==> src/rtl/snow64_int_to_bfloat16_pkg.sv <==
// Shared types and constants for the Snow64 integer-to-bfloat16 pipeline.
// Optional feature macro: SNOW64_INT_TO_BFLOAT16_PIPE_INEXACT_EN adds the inexact flag
// to the S3 result record.
package snow64_int_to_bfloat16_pkg;

    localparam int unsigned BFLOAT16_EXP_BIAS   = 127;
    localparam int unsigned BFLOAT16_MANT_WIDTH = 7;
    // Exponent of a value whose leading one sits at bit 63 of the normalized word.
    localparam int unsigned INT64_NORM_EXP      = BFLOAT16_EXP_BIAS + 63;

    typedef enum logic [1:0] {
        INT_WIDTH_8  = 2'd0,
        INT_WIDTH_16 = 2'd1,
        INT_WIDTH_32 = 2'd2,
        INT_WIDTH_64 = 2'd3
    } int_width_e;

    // S1: sign and unsigned magnitude of the extended operand.
    typedef struct packed {
        logic        sign;
        logic [63:0] mag;
    } s1_reg_t;

    // S2: normalized magnitude; the leading one (bit 63) is implicit and not stored.
    typedef struct packed {
        logic        sign;
        logic        is_zero;
        logic [6:0]  lz;
        logic [62:0] norm_frac;
    } s2_reg_t;

    // S3: packed bfloat16 result.
    typedef struct packed {
        logic [15:0] data;
`ifdef SNOW64_INT_TO_BFLOAT16_PIPE_INEXACT_EN
        logic        inexact;
`endif
    } s3_reg_t;

endpackage

==> src/rtl/snow64_count_leading_zeros64.sv <==
// 64-bit leading-zero counter used as the normalization stage; result range 0..64.
module Snow64CountLeadingZeros64 (
    input  logic [63:0] in_to_count,
    output logic [6:0]  out_num_leading_zeros
);

    logic w_found;

    // Priority scan from the MSB; an all-zero word reports 64.
    always_comb begin
        out_num_leading_zeros = 7'd64;
        w_found               = 1'b0;
        for (int i = 63; i >= 0; i--) begin
            if (!w_found && in_to_count[i]) begin
                out_num_leading_zeros = 7'(63 - i);
                w_found               = 1'b1;
            end
        end
    end

endmodule

==> src/rtl/snow64_int_to_bfloat16_pipe_round_pack.sv <==
// Combinational round-to-nearest-even and bfloat16 pack for a normalized magnitude.
// Optional feature macro: SNOW64_INT_TO_BFLOAT16_PIPE_INEXACT_EN drives o_result.inexact.
module snow64_bfloat16_round_pack
    import snow64_int_to_bfloat16_pkg::*;
(
    input  logic        i_sign,
    input  logic        i_is_zero,
    input  logic [6:0]  i_lz,
    input  logic [62:0] i_norm_frac,
    output s3_reg_t     o_result
);

    logic [BFLOAT16_MANT_WIDTH-1:0] w_mant;
    logic                           w_guard;
    logic                           w_sticky;
    logic                           w_round_up;
    logic [BFLOAT16_MANT_WIDTH:0]   w_mant_rnd;
    logic [7:0]                     w_exp;

    // RNE: a carry out of the mantissa bumps the exponent and leaves the mantissa zero.
    always_comb begin
        w_mant     = i_norm_frac[62:56];
        w_guard    = i_norm_frac[55];
        w_sticky   = |i_norm_frac[54:0];
        w_round_up = w_guard && (w_sticky || w_mant[0]);
        w_mant_rnd = {1'b0, w_mant} + {{BFLOAT16_MANT_WIDTH{1'b0}}, w_round_up};
        w_exp      = 8'(INT64_NORM_EXP) - {1'b0, i_lz}
                   + {7'd0, w_mant_rnd[BFLOAT16_MANT_WIDTH]};
        o_result   = '0;
        if (!i_is_zero) begin
            o_result.data = {i_sign, w_exp, w_mant_rnd[BFLOAT16_MANT_WIDTH-1:0]};
        end
`ifdef SNOW64_INT_TO_BFLOAT16_PIPE_INEXACT_EN
        o_result.inexact = w_guard || w_sticky;
`endif
    end

endmodule

==> src/rtl/snow64_int_to_bfloat16_pipe.sv <==
// Three-stage integer-to-bfloat16 converter with valid/ready flow control.
// S1 extends and takes the magnitude, S2 normalizes via the CLZ, S3 rounds and packs.
// Optional feature macro: SNOW64_INT_TO_BFLOAT16_PIPE_INEXACT_EN adds out_inexact.
module snow64_int_to_bfloat16_pipe
    import snow64_int_to_bfloat16_pkg::*;
#(
    parameter int unsigned MSB_POS_IN = 63,
    parameter int unsigned STAGES     = 3
) (
    input  logic                  clk,
    input  logic                  rst,
    input  logic                  in_valid,
    output logic                  in_ready,
    input  logic [MSB_POS_IN:0]   in_data,
    input  logic [1:0]            in_int_width,
    input  logic                  in_is_signed,
    output logic                  out_valid,
    input  logic                  out_ready,
    output logic [15:0]           out_data
`ifdef SNOW64_INT_TO_BFLOAT16_PIPE_INEXACT_EN
    ,
    output logic                  out_inexact
`endif
);

    // The latency is structural; refuse any other value at elaboration.
    if (STAGES != 3) begin : g_stages_check
        $error("snow64_int_to_bfloat16_pipe: STAGES must be 3");
    end

    s1_reg_t    r_s1;
    s2_reg_t    r_s2;
    s3_reg_t    r_s3;
    logic       r_s1_valid;
    logic       r_s2_valid;
    logic       r_s3_valid;

    logic       w_s1_free;
    logic       w_s2_free;
    logic       w_s3_free;
    int_width_e w_width;
    logic       w_sign;
    logic [63:0] w_ext;
    logic [63:0] w_mag;
    logic [6:0]  w_lz;
    logic [63:0] w_norm;
    s3_reg_t     w_packed;

    // Ready chain: a stage may load when empty or when its content moves on this edge.
    always_comb begin
        w_s3_free = !r_s3_valid || out_ready;
        w_s2_free = !r_s2_valid || w_s3_free;
        w_s1_free = !r_s1_valid || w_s2_free;
        in_ready  = w_s1_free;
        out_valid = r_s3_valid;
        out_data  = r_s3.data;
    end

`ifdef SNOW64_INT_TO_BFLOAT16_PIPE_INEXACT_EN
    assign out_inexact = r_s3.inexact;
`endif

    // S1: sign/zero-extend the selected width and take the unsigned magnitude.
    always_comb begin
        w_width = int_width_e'(in_int_width);
        w_sign  = 1'b0;
        w_ext   = '0;
        case (w_width)
            INT_WIDTH_8: begin
                w_sign = in_is_signed && in_data[7];
                w_ext  = {{56{w_sign}}, in_data[7:0]};
            end
            INT_WIDTH_16: begin
                w_sign = in_is_signed && in_data[15];
                w_ext  = {{48{w_sign}}, in_data[15:0]};
            end
            INT_WIDTH_32: begin
                w_sign = in_is_signed && in_data[31];
                w_ext  = {{32{w_sign}}, in_data[31:0]};
            end
            INT_WIDTH_64: begin
                w_sign = in_is_signed && in_data[63];
                w_ext  = in_data[63:0];
            end
            default: begin
                w_sign = 1'b0;
                w_ext  = '0;
            end
        endcase
        // Two's-complement negate; -2^63 maps to 2^63, which fits unsigned.
        w_mag = w_sign ? (~w_ext + 64'd1) : w_ext;
    end

    Snow64CountLeadingZeros64 u_clz (
        .in_to_count           (r_s1.mag),
        .out_num_leading_zeros (w_lz)
    );

    // S2: shift the leading one to bit 63; a shift by 64 yields zero.
    always_comb begin
        w_norm = r_s1.mag << w_lz;
    end

    snow64_bfloat16_round_pack u_round_pack (
        .i_sign      (r_s2.sign),
        .i_is_zero   (r_s2.is_zero),
        .i_lz        (r_s2.lz),
        .i_norm_frac (r_s2.norm_frac),
        .o_result    (w_packed)
    );

    // Stage 1 register.
    always_ff @(posedge clk or posedge rst) begin
        if (rst) begin
            r_s1_valid <= 1'b0;
            r_s1       <= '0;
        end else if (w_s1_free) begin
            r_s1_valid <= in_valid;
            if (in_valid) begin
                r_s1.sign <= w_sign;
                r_s1.mag  <= w_mag;
            end
        end
    end

    // Stage 2 register.
    always_ff @(posedge clk or posedge rst) begin
        if (rst) begin
            r_s2_valid <= 1'b0;
            r_s2       <= '0;
        end else if (w_s2_free) begin
            r_s2_valid <= r_s1_valid;
            if (r_s1_valid) begin
                r_s2.sign      <= r_s1.sign;
                r_s2.is_zero   <= (w_lz == 7'd64);
                r_s2.lz        <= w_lz;
                r_s2.norm_frac <= w_norm[62:0];
            end
        end
    end

    // Stage 3 register; holds the result while the consumer stalls.
    always_ff @(posedge clk or posedge rst) begin
        if (rst) begin
            r_s3_valid <= 1'b0;
            r_s3       <= '0;
        end else if (w_s3_free) begin
            r_s3_valid <= r_s2_valid;
            if (r_s2_valid) begin
                r_s3 <= w_packed;
            end
        end
    end

endmodule

==> config.mk <==
export PLATFORM = sky130hd
export DESIGN_NAME = snow64_int_to_bfloat16_pipe
export DESIGN_NICKNAME = d
export VERILOG_FILES = /design/src/rtl/snow64_int_to_bfloat16_pkg.sv /design/src/rtl/snow64_count_leading_zeros64.sv /design/src/rtl/snow64_int_to_bfloat16_pipe_round_pack.sv /design/src/rtl/snow64_int_to_bfloat16_pipe.sv
export SDC_FILE = /design/constraint.sdc
export NUM_CORES = 1
export LEC_CHECK = 0
export BUFFER_PORTS_ARGS = -buffer_cell sky130_fd_sc_hd__clkbuf_2
export CAP_MARGIN = 5
export CORE_ASPECT_RATIO = 1.5
export CORE_MARGIN = 5
export CORE_UTILIZATION = 45
export CTS_BUF_LIST = sky130_fd_sc_hd__clkbuf_4 sky130_fd_sc_hd__clkbuf_8
export CTS_CLUSTER_SIZE = 20
export DETAILED_ROUTE_END_ITERATION = 10
export PLACE_DENSITY = 0.67
export REMOVE_ABC_BUFFERS = 1
export SYNTH_ARGS = -nofsm -noshare
export SYNTH_HDL_FRONTEND = slang
export SYNTH_SLANG_ARGS = --single-unit
==> constraint.sdc <==
create_clock -name clk -period 8 [get_ports clk]
set_input_delay 2.4 -clock clk [delete_from_list [all_inputs] [get_ports clk]]
set_output_delay 2.4 -clock clk [all_outputs]
set_load 0.02 [all_outputs]
== Word-level counts from Yosys, hierarchy flattened ==
Index checks and enable logic that the tools add are counted.

* Reductions and logical operators: 143
* Bitwise operators: 1
* Shifts and indexed selects: 1
* Muxes and demuxes: 131
* Equality and inequality tests: 4
* $add $sub $neg: 4

{| class="wikitable"
|+ Operators with widths
! operator !! count
|-
| $mux 7 || 64
|-
| $pmux 64 s4 || 1
|-
| $logic_and 1x1->1 || 68
|-
| $logic_not 1->1 || 66
|-
| $add 64x1->64 const B || 1
|-
| $mux 64 || 1
|-
| $not 64->64 || 1
|-
| $shl 64x7->63 || 1
|-
| $mux 1 || 63
|-
| $reduce_or 55->1 || 1
|-
| $mux 16 || 1
|-
| $add 7x1->8 || 1
|-
| $add 8x1->8 || 1
|-
| $sub 8x7->8 const A || 1
|-
| $eq 7x7->1 const B || 1
|-
| $reduce_and 2->1 || 3
|-
| $eq 2x2->1 const B || 2
|-
| $logic_or 1x1->1 || 4
|-
| $pmux 1 s4 || 1
|-
| $eq 2x1->1 const B || 1
|-
| $logic_not 2->1 || 1
|}

* Register bits after elaboration: 156
* Output and inout port bits: 18
* Logic and storage cells: 294
* Bits of input ports: 71

== Longest topological paths before layout ==
Gate-level depths: netlist of run 1.

* Word-level depth: 191
* Mapped depth: 18
* Gate-level depth less buffers: 13

== Hierarchy ==
Synthesis of run 1 repeated with hierarchy kept, for this count alone.

* Cell total of the unflattened synthesis: 1623
* Area total of the unflattened synthesis: 13519.2 µm²

{| class="wikitable"
|+ Modules (own cells, without submodules)
! module !! times used !! area each (µm²) !! seq. area each (µm²) !! cells each
|-
| snow64_int_to_bfloat16_pipe || 1 || 12121.6 || 3903.7 || 1391
|-
| Snow64CountLeadingZeros64 || 1 || 985.9 || 0.0 || 165
|-
| snow64_bfloat16_round_pack || 1 || 411.6 || 0.0 || 67
|}

== Worst setup path after synthesis of run 1 ==
OpenSTA, ideal clock, no wires.

* Path kind: input port to flip-flop
* Start: in in_data[2]
* End: reg r_s1[55] (netlist name)
* Setup time: 0.125 ns
* Path buffers: 1
* Stages on the path: 12
* Setup slack: 2.111 ns
* Arrival time: 5.764 ns
* Data required time: 7.875 ns
* Path through: or3_1 > or4b_2 > nand4b_1 > or4b_2 > clkbuf_1 > nor3_1 > nand2_1 > nor3_1 > and2b_1 > nor2_1 > xnor2_1 > mux2_2

* Cells in the longest elaborated chain, start to end: 4

{| class="wikitable"
|+ Ends and longest elaborated chain
! item !! RTL line !! source
|-
| start, declared || snow64_int_to_bfloat16_pipe.sv:14 || <nowiki>input logic [MSB_POS_IN:0] in_data,</nowiki>
|-
| $pmux 64 s4 || snow64_int_to_bfloat16_pipe.sv:68 || <nowiki>case (w_width)</nowiki>
|-
| $not 64->64 || snow64_int_to_bfloat16_pipe.sv:91 || <nowiki>w_mag = w_sign ? (~w_ext + 64'd1) : w_ext;</nowiki>
|-
| $add 64x1->64 || snow64_int_to_bfloat16_pipe.sv:91 ||
|-
| $mux 64 || snow64_int_to_bfloat16_pipe.sv:91 ||
|-
| end, declared || snow64_int_to_bfloat16_pipe.sv:31 || <nowiki>s1_reg_t r_s1;</nowiki>
|}

No other way between the ends. The select of a mux whose other input is x is not followed.
A chain may end at the register's enable or synchronous reset.

== Final worst setup path of run 1 ==
* Start: in in_int_width[1]
* End: reg r_s1[62] (netlist name)

* Cells in the longest elaborated chain, start to end: 5
* Elaborated cells between the ends (all ways): 9
* Classes of those cells: add/sub: 1; eq/ne: 3; mux: 3; bitwise: 1; reduce/logical: 1

{| class="wikitable"
|+ Ends and longest elaborated chain
! item !! RTL line !! source
|-
| start, declared || snow64_int_to_bfloat16_pipe.sv:15 || <nowiki>input logic [1:0] in_int_width,</nowiki>
|-
| $eq 2x2->1, or another cell as far along || snow64_int_to_bfloat16_pipe.sv:68 ||
|-
| $pmux 64 s4 || snow64_int_to_bfloat16_pipe.sv:68 ||
|-
| $not 64->64 || snow64_int_to_bfloat16_pipe.sv:91 ||
|-
| $add 64x1->64 || snow64_int_to_bfloat16_pipe.sv:91 ||
|-
| $mux 64 * || snow64_int_to_bfloat16_pipe.sv:91 ||
|}

Every way passes the cells marked *; elsewhere a longest branch is shown, timed or not. The select of a mux whose other input is x is not followed.

==> results_tabular.tex, run 1 <==
\begin{tabular}{lr}
\hline
Metric & Value \\
\hline
\multicolumn{2}{l}{\textbf{Status}} \\
Status & finished clean \\
\multicolumn{2}{l}{\textbf{Clocking}} \\
Clock buffer count from CTS & 17 \\
Number of sinks handled by clock tree synthesis & 156 \\
Bufs on Longest Clock Path & 2 \\
Resized cells post-CTS & 0 \\
Worst-skew pair later-pin latency & 500 ps \\
CTS Root Cell & sky130\_fd\_sc\_hd\_\_clkbuf\_8 \\
CTS tree & done \\
Setup Buffers After CTS & 0 \\
Hold-fix buffers, CTS & 0 \\
H-tree Lvls & 4 \\
Clk pin slew, worst setup/hold paths & 90 ps \\
\multicolumn{2}{l}{\textbf{Place}} \\
Total half-perimeter wirelength after legalization and detailed placement & 38,700 microns \\
Port Buf Inserts & 88 \\
GP Congestion & 0.993 \\
Post-placement setup slack & about 1300 ps \\
\multicolumn{2}{l}{\textbf{Logic synthesis}} \\
Compound-cell area share of the yosys netlist & 28.4\% \\
Number of flops mapped to enable cells by yosys & 0 \\
Gate count after technology mapping & 1,717 \\
Number of warnings printed during yosys synthesis & 0 \\
Proportion of synthesized area in mux cells & around an eighth \\
Dominant cells by area after synthesis & sky130\_fd\_sc\_hd\_\_dfrtp\_1 29\%, sky130\_fd\_sc\_hd\_\_mux2i\_1 7.7\%, sky130\_fd\_sc\_hd\_\_nand2\_1 7.1\% \\
Post-Syn Area per Cell & $\sim$7.9 sq um \\
Area fraction of the dominant cell type after synthesis & approximately 29\% \\
Fraction of the mapped netlist area in adder cells & less than 1\% \\
Most area-hungry cell type in the Yosys netlist & sky130\_fd\_sc\_hd\_\_dfrtp\_1 \\
Main combinational cell family by area after synthesis & compound AO/OA/AOI/OAI gates \\
Ys async rst share & 100\% \\
Distinct cells, synth & slightly below 90 \\
Combined area of all synthesized cells & 0.0136 sq mm \\
Synth Register Bits & 156 \\
Simple-gate share of the synthesized area & between 20 and 25\% \\
Primary flip-flop cell chosen by synthesis mapping & sky130\_fd\_sc\_hd\_\_dfrtp\_1 \\
Sequential share of the synthesized area & 28.8\% \\
Fraction of synthesized cell area in xor and xnor cells & 4.07\% \\
\multicolumn{2}{l}{\textbf{Pwr}} \\
Total internal power & approximately 2200 uW \\
Static Leak & 0.00597 uW \\
Switching power as a share of total power & 49.7\% \\
Portion of total power attributed to combinational logic & around 57\% \\
Portion of total power attributed to sequential cells & 30.0\% \\
Switching Power & 2170 uW \\
Max VDD drop & 0.131 mV \\
PD cells & roughly 300 mW/mm\^{}2 \\
Clock network fraction of design power & 12.6\% \\
\multicolumn{2}{l}{\textbf{Cells and area}} \\
Most common cell after layout, fill and taps aside & sky130\_fd\_sc\_hd\_\_nand2\_1 \\
Fill cell instance count of the final layout & roughly 3,000 \\
Layout cells sized above 1 & 12.9\% \\
Area grow syn2layout & 7.01\% \\
Net count reported at finish & about 1,800 \\
Commonest non-fill, non-tap cells in the layout & 255 x sky130\_fd\_sc\_hd\_\_nand2\_1, 156 x sky130\_fd\_sc\_hd\_\_dfrtp\_1, 153 x sky130\_fd\_sc\_hd\_\_o21ai\_0 \\
\multicolumn{2}{l}{\textbf{Detailed routing}} \\
Post-DRT Antenna Nets & 0 \\
Drt via density & around 6.6 \\
Detailed router's first-iteration violation count & 1,189 \\
Detailed Routing Iterations Pass 1 & 8 \\
Detail-routed net length per standard cell & 23.9 microns \\
Vias after detailed routing & 14,000 \\
DR DRC count & 0 \\
Routed wire length & 50,700 microns \\
\multicolumn{2}{l}{\textbf{Timing}} \\
Number of hold-slack violations in the final timing report & 0 \\
Worst slew slack as a fraction of its limit & 17.1\% \\
Period minus WS final & about 6300 ps \\
Min Hold Slack & 481 ps \\
Setup ws final & 1700 ps \\
Period utilisation layout & 78.8\% \\
Worst Tran Pin Value & $\sim$1200 ps \\
Post-Route Setup TNS & 0 ps \\
Fin. max-slew vios & 0 \\
Fmax & 159 MHz \\
Unrepaired setup endpoints after global routing & no \\
Final clock skew & between 20 and 25 ps \\
Count of final setup violators & 0 \\
\multicolumn{2}{l}{\textbf{Floorplan}} \\
Die height & 223 microns \\
Chip Width & between 150 and 200 microns \\
Initial core utilization & between 40\% and 50\% \\
Die Footprint & 0.0338 sq mm \\
Count of standard-cell rows & 78 \\
Number of primary I/O pins & 89 \\
Core footprint & between 0.03 and 0.04 sq mm \\
\multicolumn{2}{l}{\textbf{Worst hold path}} \\
Class of the most critical hold timing path & reg2reg \\
\multicolumn{2}{l}{\textbf{Critical path}} \\
Worst Setup Start Kind & input pin \\
CP arrival & approximately 6700 ps \\
CP max FO & 38 \\
Start-to-end type of the worst setup path & in2reg \\
Required time worst endpoint & 8400 ps \\
Worst setup EP type & flop \\
\multicolumn{2}{l}{\textbf{Run}} \\
Max-Cap Viols & 0 \\
\multicolumn{2}{l}{\textbf{GRT}} \\
Largest net degree at the start of global routing & 86 \\
Wire length of the first global-routing pass & 77,700 microns \\
Number of antenna violations at the first check in global routing & 1 \\
Global Route Usage Sum & roughly 30\% \\
Overflow left after global routing & 0 \\
Vias in the first global route & 13,400 \\
\hline
\end{tabular}
[state kept, by name, indices dropped and copies added, names as in the netlist]
signal,flops
out_data,16
out_valid,1
r_s2,72
r_s1_valid,1
r_s1,65
r_s2_valid,1
[power by group through the flow]
stage | Clock, uW | Sequential, uW | Combinational [uW]
final | 553 | 1310 | 2510
after global routing | 589 | 1340 | 2660
after CTS | 565 | 1300 | 2440
after detailed placement | 0 | 1310 | 2430
after global placement | 0 | 1310 | 2430
after floorplan | 0 | 1260 | 1670
[cells in the mapped netlist, types with 30 or more instances]
master and count:
sky130_fd_sc_hd__a21oi_1 136, sky130_fd_sc_hd__xnor2_1 30, sky130_fd_sc_hd__nand3_1 43, sky130_fd_sc_hd__mux2i_1 104, sky130_fd_sc_hd__nand2_1 257, sky130_fd_sc_hd__clkbuf_1 101, sky130_fd_sc_hd__mux2_2 30, sky130_fd_sc_hd__o31ai_1 37
sky130_fd_sc_hd__o21ai_0 154, sky130_fd_sc_hd__nor2_1 104, sky130_fd_sc_hd__nor3_1 43, sky130_fd_sc_hd__nor4_1 41, sky130_fd_sc_hd__xor2_1 33, sky130_fd_sc_hd__dfrtp_1 156
[cell families after synthesis]
| family | after synthesis |
|---|---|
| AND/OR/NAND/NOR | 597 |
| XOR/XNOR | 63 |
| multiplexers | 151 |
| buffers and inverters | 158 |
| flip-flops | 156 |
| adder cells (fa/ha/maj) | 4 |
| AO/OA/AOI/OAI | 588 |
[layer usage]
layer	wire, microns	vias up	track usage [%]	share of wire [%]
met1	18700	6635	34.1	37
li1	-	6455	-	-
met5	0	-	0	0
met4	4570	0	23.5	9.0
met3	2890	207	3.82	5.7
met2	24500	675	49.0	48
[worst max-delay path, stage by stage]
cell and delay, ps:
sky130_fd_sc_hd__clkbuf_2 370, sky130_fd_sc_hd__or2_2 560, sky130_fd_sc_hd__a21oi_2 200, sky130_fd_sc_hd__buf_4 370
sky130_fd_sc_hd__a31oi_1 100, sky130_fd_sc_hd__or2_2 330, sky130_fd_sc_hd__a2111oi_0 740, sky130_fd_sc_hd__nand3_1 330
sky130_fd_sc_hd__nor3_1 540, sky130_fd_sc_hd__nor2b_1 310, sky130_fd_sc_hd__a21oi_1 120, sky130_fd_sc_hd__xnor2_1 140
sky130_fd_sc_hd__o21ai_0 170
[final timing paths]
kind / to / slack [ps] / cells past startpoint / start
max: r_s1[62]$_DFFE_PP0P_ / 1700 / 13 / in_int_width[1]
min: out_data[14]$_DFFE_PP0P_ / 480 / 2 / out_data[14]$_DFFE_PP0P_
max reg2reg: r_s2[57]$_DFFE_PP0P_ / 2400 / 11 / r_s1[52]$_DFFE_PP0P_
min reg2reg: out_data[14]$_DFFE_PP0P_ / 480 / 2 / out_data[14]$_DFFE_PP0P_
max in group asynchronous: r_s1[37]$_DFFE_PP0P_ / 4520 / 3 / rst
min in group asynchronous: r_s2[13]$_DFFE_PP0P_ / 2030 / 2 / rst
[area by class of cell]
| cell class | count | area, sq um | share of cell area (%) |
|---|---|---|---|
| antenna | 1 | 2.50 | 0.0172 |
| tap | 400 | 500 | 3.45 |
| clock buffer | 22 | 297 | 2.04 |
| clock inverter | 9 | 62.6 | 0.431 |
| multi-input combinational | 1403 | 9040 | 62.3 |
| timing repair buffer | 113 | 628 | 4.33 |
| sequential | 156 | 3900 | 26.9 |
| inverter | 21 | 83.8 | 0.577 |
[stage by stage]
step | std cells | cell area, sq um | total power (uW) | util [%]
floorplan | 1580 | 13000 | 2920 | -
global placement | 2093 | 14200 | 3740 | 47.1
detailed placement | 2093 | 14200 | 3740 | 47.1
CTS | 2124 | 14500 | 4310 | 48.3
global route | 2125 | 14500 | 4590 | 48.3
finish | 2125 | 14500 | 4370 | 48.3
No activity file was read; power rests on OpenSTA's default activity.
==> inputs of run 2 (changes only) <==
--- a/config.mk
+++ b/config.mk
@@ -13,7 +13,7 @@
 export CTS_BUF_LIST = sky130_fd_sc_hd__clkbuf_4 sky130_fd_sc_hd__clkbuf_8
 export CTS_CLUSTER_SIZE = 20
 export DETAILED_ROUTE_END_ITERATION = 10
-export PLACE_DENSITY = 0.67
+export PLACE_DENSITY = 0.7
 export REMOVE_ABC_BUFFERS = 1
 export SYNTH_ARGS = -nofsm -noshare
 export SYNTH_HDL_FRONTEND = slang
==> constraint.sdc (replaced) <==
create_clock -name clk -period 5.6 [get_ports clk]
set_input_delay 1.68 -clock clk [delete_from_list [all_inputs] [get_ports clk]]
set_output_delay 1.68 -clock clk [all_outputs]
set_load 0.02 [all_outputs]
==> run 2 against run 1 <==
Net effect:
- worst hold slack improved by 7.7 ps
- clock power rose by 61%
- worst setup slack got worse by 1100 ps
- first-iteration DRC count fell by 5.5%
- wire length rose by 3.5%
==> results_tabular.tex, run 2 (same netlist as run 1, synthesis figures left out) <==
\begin{tabular}{lr}
\hline
Metric & Value \\
\hline
\multicolumn{2}{l}{\textbf{Status}} \\
Status & finished clean \\
\multicolumn{2}{l}{\textbf{Place}} \\
Post-placement setup slack & 45.7 ps \\
Instance area after placement & 0.0146 sq mm \\
GP Congestion & 1.02 \\
Total half-perimeter wirelength after legalization and detailed placement & 40,800 microns \\
Port Buf Inserts & 88 \\
\multicolumn{2}{l}{\textbf{Worst hold path}} \\
Source of the worst hold timing path & r\_s2[8]\$\_DFFE\_PP0P\_ \\
Class of the most critical hold timing path & reg2reg \\
\multicolumn{2}{l}{\textbf{Cells and area}} \\
Fill cell instance count of the final layout & 3,095 \\
Most flop-heavy register & r\_s2 \\
Final design area excluding fillers & 0.0150 sq mm \\
Most common cell after layout, fill and taps aside & sky130\_fd\_sc\_hd\_\_nand2\_1 \\
Area grow syn2layout & 10.9\% \\
Number of flip-flops under the largest register name & slightly above 70 \\
Layout cells sized above 1 & 15.9\% \\
Commonest non-fill, non-tap cells in the layout & 255 x sky130\_fd\_sc\_hd\_\_nand2\_1, 156 x sky130\_fd\_sc\_hd\_\_dfrtp\_1, 154 x sky130\_fd\_sc\_hd\_\_o21ai\_0 \\
ANT cells & 0 \\
Net count reported at finish & 1,847 \\
\multicolumn{2}{l}{\textbf{GRT}} \\
Vias in the first global route & 13,800 \\
Number of antenna violations at the first check in global routing & 1 \\
Largest net degree at the start of global routing & around 100 \\
Overflow left after global routing & 0 \\
Wire length of the first global-routing pass & approximately 80,000 microns \\
Global Route Usage Sum & 31.0\% \\
\multicolumn{2}{l}{\textbf{Clocking}} \\
H-tree Lvls & 4 \\
Number of sinks handled by clock tree synthesis & 156 \\
Hold-fix buffers, CTS & 0 \\
Worst-skew pair later-pin latency & between 500 and 600 ps \\
CTS tree & done \\
Clk pin slew, worst setup/hold paths & around 90 ps \\
Bufs on Longest Clock Path & 2 \\
Clock buffer count from CTS & 17 \\
CTS Root Cell & sky130\_fd\_sc\_hd\_\_clkbuf\_8 \\
Resized cells post-CTS & 0 \\
Setup Buffers After CTS & 0 \\
\multicolumn{2}{l}{\textbf{Detailed routing}} \\
DR DRC count & 0 \\
Drt via density & 6.47 \\
Post-DRT Antenna Nets & 0 \\
Detailed Routing Iterations Pass 1 & 5 \\
Routed wire length & 52,500 microns \\
Detailed router's first-iteration violation count & 1,124 \\
Vias after detailed routing & 14,100 \\
Detail-routed net length per standard cell & 24.0 microns \\
\multicolumn{2}{l}{\textbf{Pwr}} \\
Max VDD drop & 0.244 mV \\
PD cells & 434 mW/mm\^{}2 \\
Static Leak & 0.00630 uW \\
Sum of internal, switching and leakage power & approximately 6500 uW \\
\multicolumn{2}{l}{\textbf{Critical path}} \\
Worst setup EP type & flop \\
Buffering stage count on the worst path with inverters included & 1 \\
CP Cell Sequence & clkbuf\_2 > or3\_1 > or4b\_2 > nand4b\_1 > or4b\_2 > nor3\_1 > nand2\_1 > nor3\_1 > and2b\_1 > nor2\_1 > xnor2\_1 > mux2\_2 \\
Worst-case register-to-register setup slack & 640 ps \\
CP arrival & 5430 ps \\
Slowest cell on the critical path & sky130\_fd\_sc\_hd\_\_or4b\_2 \\
Start-to-end type of the worst setup path & in2reg \\
Worst Setup SP & in\_data[2] \\
Delay-heaviest family, CP & simple AND/OR/NAND/NOR gates \\
Largest stage delay on the critical path & $\sim$810 ps \\
CP max FO & 4 \\
Required time worst endpoint & 6000 ps \\
Critical R2R Launch & r\_s1[52]\$\_DFFE\_PP0P\_ \\
Worst Setup Start Kind & input pin \\
\multicolumn{2}{l}{\textbf{Timing}} \\
Count of final setup violators & 0 \\
Period utilisation layout & $\sim$90\% \\
Fin. max-slew vios & 0 \\
Worst Tran Pin Value & 1070 ps \\
Post-Route Setup TNS & 0 ps \\
Final clock skew & 22.5 ps \\
Min Hold Slack & 488 ps \\
Setup ws final & approximately 570 ps \\
Worst slew slack as a fraction of its limit & between 20\% and 30\% \\
Unrepaired setup endpoints after global routing & no \\
Fmax & between 150 and 200 MHz \\
Period minus WS final & between 5000 and 6000 ps \\
Number of hold-slack violations in the final timing report & 0 \\
\multicolumn{2}{l}{\textbf{Floorplan}} \\
Count of standard-cell rows & 78 \\
Die Footprint & roughly 0.034 sq mm \\
Initial core utilization & 45.1\% \\
Chip Width & around 150 microns \\
Core footprint & 0.0301 sq mm \\
Die height & 223 microns \\
Number of primary I/O pins & 89 \\
\multicolumn{2}{l}{\textbf{Run}} \\
Max-Cap Viols & 0 \\
\hline
\end{tabular}
-- run 2: cell types whose count changed in the layout (fill, tap and decap cells not counted), sizes merged --
cell / previous run / this run
bufinv: 0 / 2
clkbuf: 110 / 108
clkinvlp: 4 / 2
inv: 22 / 23
clkinv: 4 / 6
diode: 1 / 0
buf: 25 / 85
-- run 2: final cells by class --
type	count	area, sq um	share of cell area, %
Clock buffer	20	269	1.79
Sequential cell	156	3900	25.9
Multi-Input combinational cell	1403	9040	60.1
Tap cell	400	500	3.33
Inverter	21	83.8	0.557
Clock inverter	12	138	0.915
Timing Repair Buffer	173	1120	7.42
-- run 2: worst min-delay path: stages, from the launching register on --
cell,delay (ps)
sky130_fd_sc_hd__dfrtp_1,360
sky130_fd_sc_hd__nand2_1,50
sky130_fd_sc_hd__nand2_1,50
-- run 2: worst paths after layout --
check	endpoint	depth (start not counted)
worst max register to register	r_s2[61]$_DFFE_PP0P_	13
min in group asynchronous	r_s2[49]$_DFFE_PP0P_	2
max in group asynchronous	r_s1[44]$_DFFE_PP0P_	3
worst min register to register	r_s2[8]$_DFFE_PP0P_	2
worst min-delay path	r_s2[8]$_DFFE_PP0P_	2
worst max-delay path	r_s1[55]$_DFFE_PP0P_	12
-- run 2: routing by layer --
layer	track usage, %	up-vias	share of wire [%]
li1	-	6574	-
met5	0	-	0.030
met1	34.4	6715	37
met2	52.4	603	49
met4	24.3	2	9.1
met3	4.28	234	4.9
-- run 2: report_power, final --
part / internal, uW / leakage [uW] / switching [uW]
Combinational: 1460 / 0.00414 / 2310
Clock: 427 / 0.000203 / 465
Sequential: 1470 / 0.00196 / 406
-- run 2: stage by stage --
stage / util, % / std cells
global placement: 48.7 / 2153
floorplan: - / 1580
global route: 50.1 / 2185
detailed placement: 48.7 / 2153
CTS: 50.1 / 2185
finish: 50.1 / 2185
==> inputs of run 3 (changes only) <==
--- a/config.mk
+++ b/config.mk
@@ -9,12 +9,14 @@
 export CAP_MARGIN = 5
 export CORE_ASPECT_RATIO = 1.5
 export CORE_MARGIN = 5
-export CORE_UTILIZATION = 45
+export CORE_UTILIZATION = 35
 export CTS_BUF_LIST = sky130_fd_sc_hd__clkbuf_4 sky130_fd_sc_hd__clkbuf_8
+export CTS_CLUSTER_DIAMETER = 80
 export CTS_CLUSTER_SIZE = 20
 export DETAILED_ROUTE_END_ITERATION = 10
-export PLACE_DENSITY = 0.7
+export PLACE_DENSITY = 0.58
 export REMOVE_ABC_BUFFERS = 1
 export SYNTH_ARGS = -nofsm -noshare
 export SYNTH_HDL_FRONTEND = slang
+export SYNTH_HIERARCHICAL = 1
 export SYNTH_SLANG_ARGS = --single-unit
==> run 3 against run 2 <==
Net effect:
- non-clock buffer count is 46 lower
- worst setup slack better by 290 ps
- utilization is 11 points lower
- clock-buffer cell count is 2 lower
==> results_tabular.tex, run 3 <==
\begin{tabular}{lr}
\hline
Metric & Value \\
\hline
\multicolumn{2}{l}{\textbf{Logic synthesis}} \\
Main combinational cell family by area after synthesis & compound AO/OA/AOI/OAI gates \\
Simple-gate share of the synthesized area & between 20\% and 30\% \\
Sequential share of the synthesized area & 28.9\% \\
Ys async rst share & between 90\% and 100\% \\
Post-Syn Area per Cell & about 8.3 sq um \\
Most area-hungry cell type in the Yosys netlist & sky130\_fd\_sc\_hd\_\_dfrtp\_1 \\
Distinct cells, synth & 86 \\
Top cell types by occurrence after synthesis & 260 x sky130\_fd\_sc\_hd\_\_nand2\_1, 156 x sky130\_fd\_sc\_hd\_\_dfrtp\_1, 149 x sky130\_fd\_sc\_hd\_\_o21ai\_0 \\
Gate count after technology mapping & 1,623 \\
Area fraction of the dominant cell type after synthesis & 28.9\% \\
Number of warnings printed during yosys synthesis & 6 \\
Primary flip-flop cell chosen by synthesis mapping & sky130\_fd\_sc\_hd\_\_dfrtp\_1 \\
Fraction of synthesized cell area in xor and xnor cells & 3.63\% \\
Dominant cells by area after synthesis & sky130\_fd\_sc\_hd\_\_dfrtp\_1 29\%, sky130\_fd\_sc\_hd\_\_mux4\_2 10\%, sky130\_fd\_sc\_hd\_\_nand2\_1 7.2\% \\
Compound-cell area share of the yosys netlist & 21.9\% \\
Fraction of the mapped netlist area in adder cells & 0.370\% \\
Library cell with the highest instance count after synthesis & sky130\_fd\_sc\_hd\_\_nand2\_1 \\
Proportion of synthesized area in mux cells & 19.5\% \\
Combined area of all synthesized cells & 0.0135 sq mm \\
Number of flops mapped to enable cells by yosys & 0 \\
Synth Register Bits & between 150 and 200 \\
\multicolumn{2}{l}{\textbf{Run}} \\
Max-Cap Viols & 0 \\
\multicolumn{2}{l}{\textbf{Clocking}} \\
Clk pin slew, worst setup/hold paths & 90 ps \\
Resized cells post-CTS & 0 \\
Setup Buffers After CTS & 0 \\
Number of sinks handled by clock tree synthesis & approximately 160 \\
H-tree Lvls & 4 \\
Hold-fix buffers, CTS & 0 \\
Clock buffer count from CTS & 17 \\
Worst-skew pair later-pin latency & 510 ps \\
CTS Root Cell & sky130\_fd\_sc\_hd\_\_clkbuf\_8 \\
Bufs on Longest Clock Path & 2 \\
CTS tree & done \\
\multicolumn{2}{l}{\textbf{Place}} \\
Total half-perimeter wirelength after legalization and detailed placement & $\sim$39,000 microns \\
GP Congestion & 1.02 \\
Instance area after placement & between 0.01 and 0.015 sq mm \\
Post-placement setup slack & 925 ps \\
Port Buf Inserts & 88 \\
\multicolumn{2}{l}{\textbf{Cells and area}} \\
Net count reported at finish & 1,731 \\
Layout cells sized above 1 & 18.2\% \\
Commonest non-fill, non-tap cells in the layout & 258 x sky130\_fd\_sc\_hd\_\_nand2\_1, 156 x sky130\_fd\_sc\_hd\_\_dfrtp\_1, 149 x sky130\_fd\_sc\_hd\_\_o21ai\_0 \\
Area grow syn2layout & 10.6\% \\
Fill cell instance count of the final layout & 4,001 \\
Final design area excluding fillers & approximately 0.015 sq mm \\
Share of the core filled with cells in the final layout & 39.0\% \\
Most common cell after layout, fill and taps aside & sky130\_fd\_sc\_hd\_\_nand2\_1 \\
Most flop-heavy register & r\_s2 \\
Number of flip-flops under the largest register name & 72 \\
\multicolumn{2}{l}{\textbf{Timing}} \\
Fin. max-slew vios & 0 \\
Count of final setup violators & 0 \\
Number of hold-slack violations in the final timing report & 0 \\
Setup ws final & 861 ps \\
Post-Route Setup TNS & 0 ps \\
Worst Tran Pin Value & $\sim$1000 ps \\
Final clock skew & 20.6 ps \\
Unrepaired setup endpoints after global routing & no \\
Worst slew slack as a fraction of its limit & 33.2\% \\
Period utilisation layout & 84.6\% \\
Period minus WS final & 4740 ps \\
Fmax & 211 MHz \\
\multicolumn{2}{l}{\textbf{Pwr}} \\
Switching power as a share of total power & between 40\% and 50\% \\
Portion of total power attributed to sequential cells & 30.6\% \\
Max VDD drop & around 0.16 mV \\
Total internal power & about 3300 uW \\
Static Leak & 0.00599 uW \\
Switching Power & 3000 uW \\
Portion of total power attributed to combinational logic & 54.8\% \\
Sum of internal, switching and leakage power & around 6300 uW \\
PD cells & $\sim$420 mW/mm\^{}2 \\
Clock network fraction of design power & roughly 15\% \\
\multicolumn{2}{l}{\textbf{Floorplan}} \\
Die Footprint & 0.0427 sq mm \\
Core footprint & 0.0383 sq mm \\
Die height & around 250 microns \\
Chip Width & 170 microns \\
Initial core utilization & 35.3\% \\
Count of standard-cell rows & between 80 and 90 \\
Number of primary I/O pins & 89 \\
\multicolumn{2}{l}{\textbf{Detailed routing}} \\
Detailed Routing Iterations Pass 1 & 5 \\
Detailed router's first-iteration violation count & 842 \\
Routed wire length & 50,900 microns \\
Drt via density & 6.13 \\
Detail-routed net length per standard cell & 23.5 microns \\
Post-DRT Antenna Nets & 0 \\
Vias after detailed routing & 13,300 \\
DR DRC count & 0 \\
\multicolumn{2}{l}{\textbf{GRT}} \\
Global Route Usage Sum & 23.6\% \\
Number of antenna violations at the first check in global routing & 1 \\
Wire length of the first global-routing pass & 79,100 microns \\
Largest net degree at the start of global routing & 88 \\
Vias in the first global route & between 10,000 and 15,000 \\
Overflow left after global routing & 0 \\
\multicolumn{2}{l}{\textbf{Critical path}} \\
CP arrival & 5130 ps \\
Required time worst endpoint & between 5000 and 6000 ps \\
Worst setup EP type & flop \\
Start-to-end type of the worst setup path & reg2reg \\
Path depth of the worst reg2reg path & 13 \\
CP max FO & 54 \\
Worst Setup Start Kind & flop \\
\multicolumn{2}{l}{\textbf{Worst hold path}} \\
Class of the most critical hold timing path & reg2reg \\
WHS Path Cells & 2 \\
\multicolumn{2}{l}{\textbf{Status}} \\
Status & finished clean \\
\hline
\end{tabular}
## run 3: changes by cell type in the layout (fill, tap and decap cells not counted), sizes merged, moves of 9 or more
cell / delta
mux4: +48
a211oi: -10
a21oi: -9
o22ai: -9
nor3: -16
a211o: -9
buf: -46
mux2i: -23
nor2: +38
o31ai: -19
## run 3: metrics by stage
stage | hold slack, ps | instances
2_1_floorplan | 438 | 1510
3_3_place_gp | 455 | 2132
3_5_place_dp | 457 | 2132
4_1_cts | 480 | 2164
5_1_grt | 525 | 2165
6_report | 473 | 2165
## run 3: kinds of logic after synthesis
group / Yosys count
flip-flops: 156
AO/OA/AOI/OAI: 473
XOR/XNOR: 56
adder cells (fa/ha/maj): 4
multiplexers: 183
AND/OR/NAND/NOR: 616
buffers and inverters: 135
## run 3: layer usage
| layer | vias up | share of wire (%) | GRT usage, % | wire (microns) |
|---|---|---|---|---|
| li1 | 6149 | - | - | - |
| met1 | 6422 | 37 | 26.6 | 18800 |
| met2 | 515 | 50 | 40.7 | 25600 |
| met3 | 176 | 4.3 | 2.68 | 2190 |
| met4 | 0 | 8.5 | 17.2 | 4300 |
| met5 | - | 0 | 0 | 0 |
## run 3: layout make-up
type	count	area [sq um]	share of cell area, %
clock buffers	18	248	1.66
inverters	22	87.6	0.586
flip-flops and latches	156	3900	26.1
repair buffers	127	783	5.24
multi-input cells	1332	9130	61.1
clock inverters	14	174	1.16
well taps	495	619	4.14
diodes	1	2.50	0.0167
## run 3: power by group through the flow
stage | Clock, uW | Combinational (uW) | Sequential, uW
after floorplan | 0 | 2470 | 1810
after global placement | 0 | 3420 | 1950
after detailed placement | 0 | 3430 | 1960
after CTS | 951 | 3440 | 1940
after global routing | 989 | 3740 | 1990
final | 924 | 3480 | 1940
## run 3: critical path: stages (launching register included)
cell                        delay, ps
sky130_fd_sc_hd__dfrtp_1          500
sky130_fd_sc_hd__or4_4            600
sky130_fd_sc_hd__nor4_4           310
sky130_fd_sc_hd__nand4bb_4        210
sky130_fd_sc_hd__nor3_2           410
sky130_fd_sc_hd__a221oi_1         160
sky130_fd_sc_hd__nand4_1          270
sky130_fd_sc_hd__buf_12           350
sky130_fd_sc_hd__mux4_2           600
sky130_fd_sc_hd__mux2i_1          500
sky130_fd_sc_hd__o22ai_1          170
sky130_fd_sc_hd__a31oi_1          160
sky130_fd_sc_hd__o211ai_1         120
sky130_fd_sc_hd__o221a_2          240
## run 3: final timing paths
kind	start	to	slack, ps
max in group asynchronous	rst	r_s2[28]$_DFFE_PP0P_	3460
min reg2reg	r_s2[71]$_DFFE_PP0P_	r_s2[71]$_DFFE_PP0P_	470
min	r_s2[71]$_DFFE_PP0P_	r_s2[71]$_DFFE_PP0P_	470
max	r_s1[39]$_DFFE_PP0P_	r_s2[61]$_DFFE_PP0P_	860
min in group asynchronous	rst	r_s2[71]$_DFFE_PP0P_	1230
max reg2reg	r_s1[39]$_DFFE_PP0P_	r_s2[61]$_DFFE_PP0P_	860
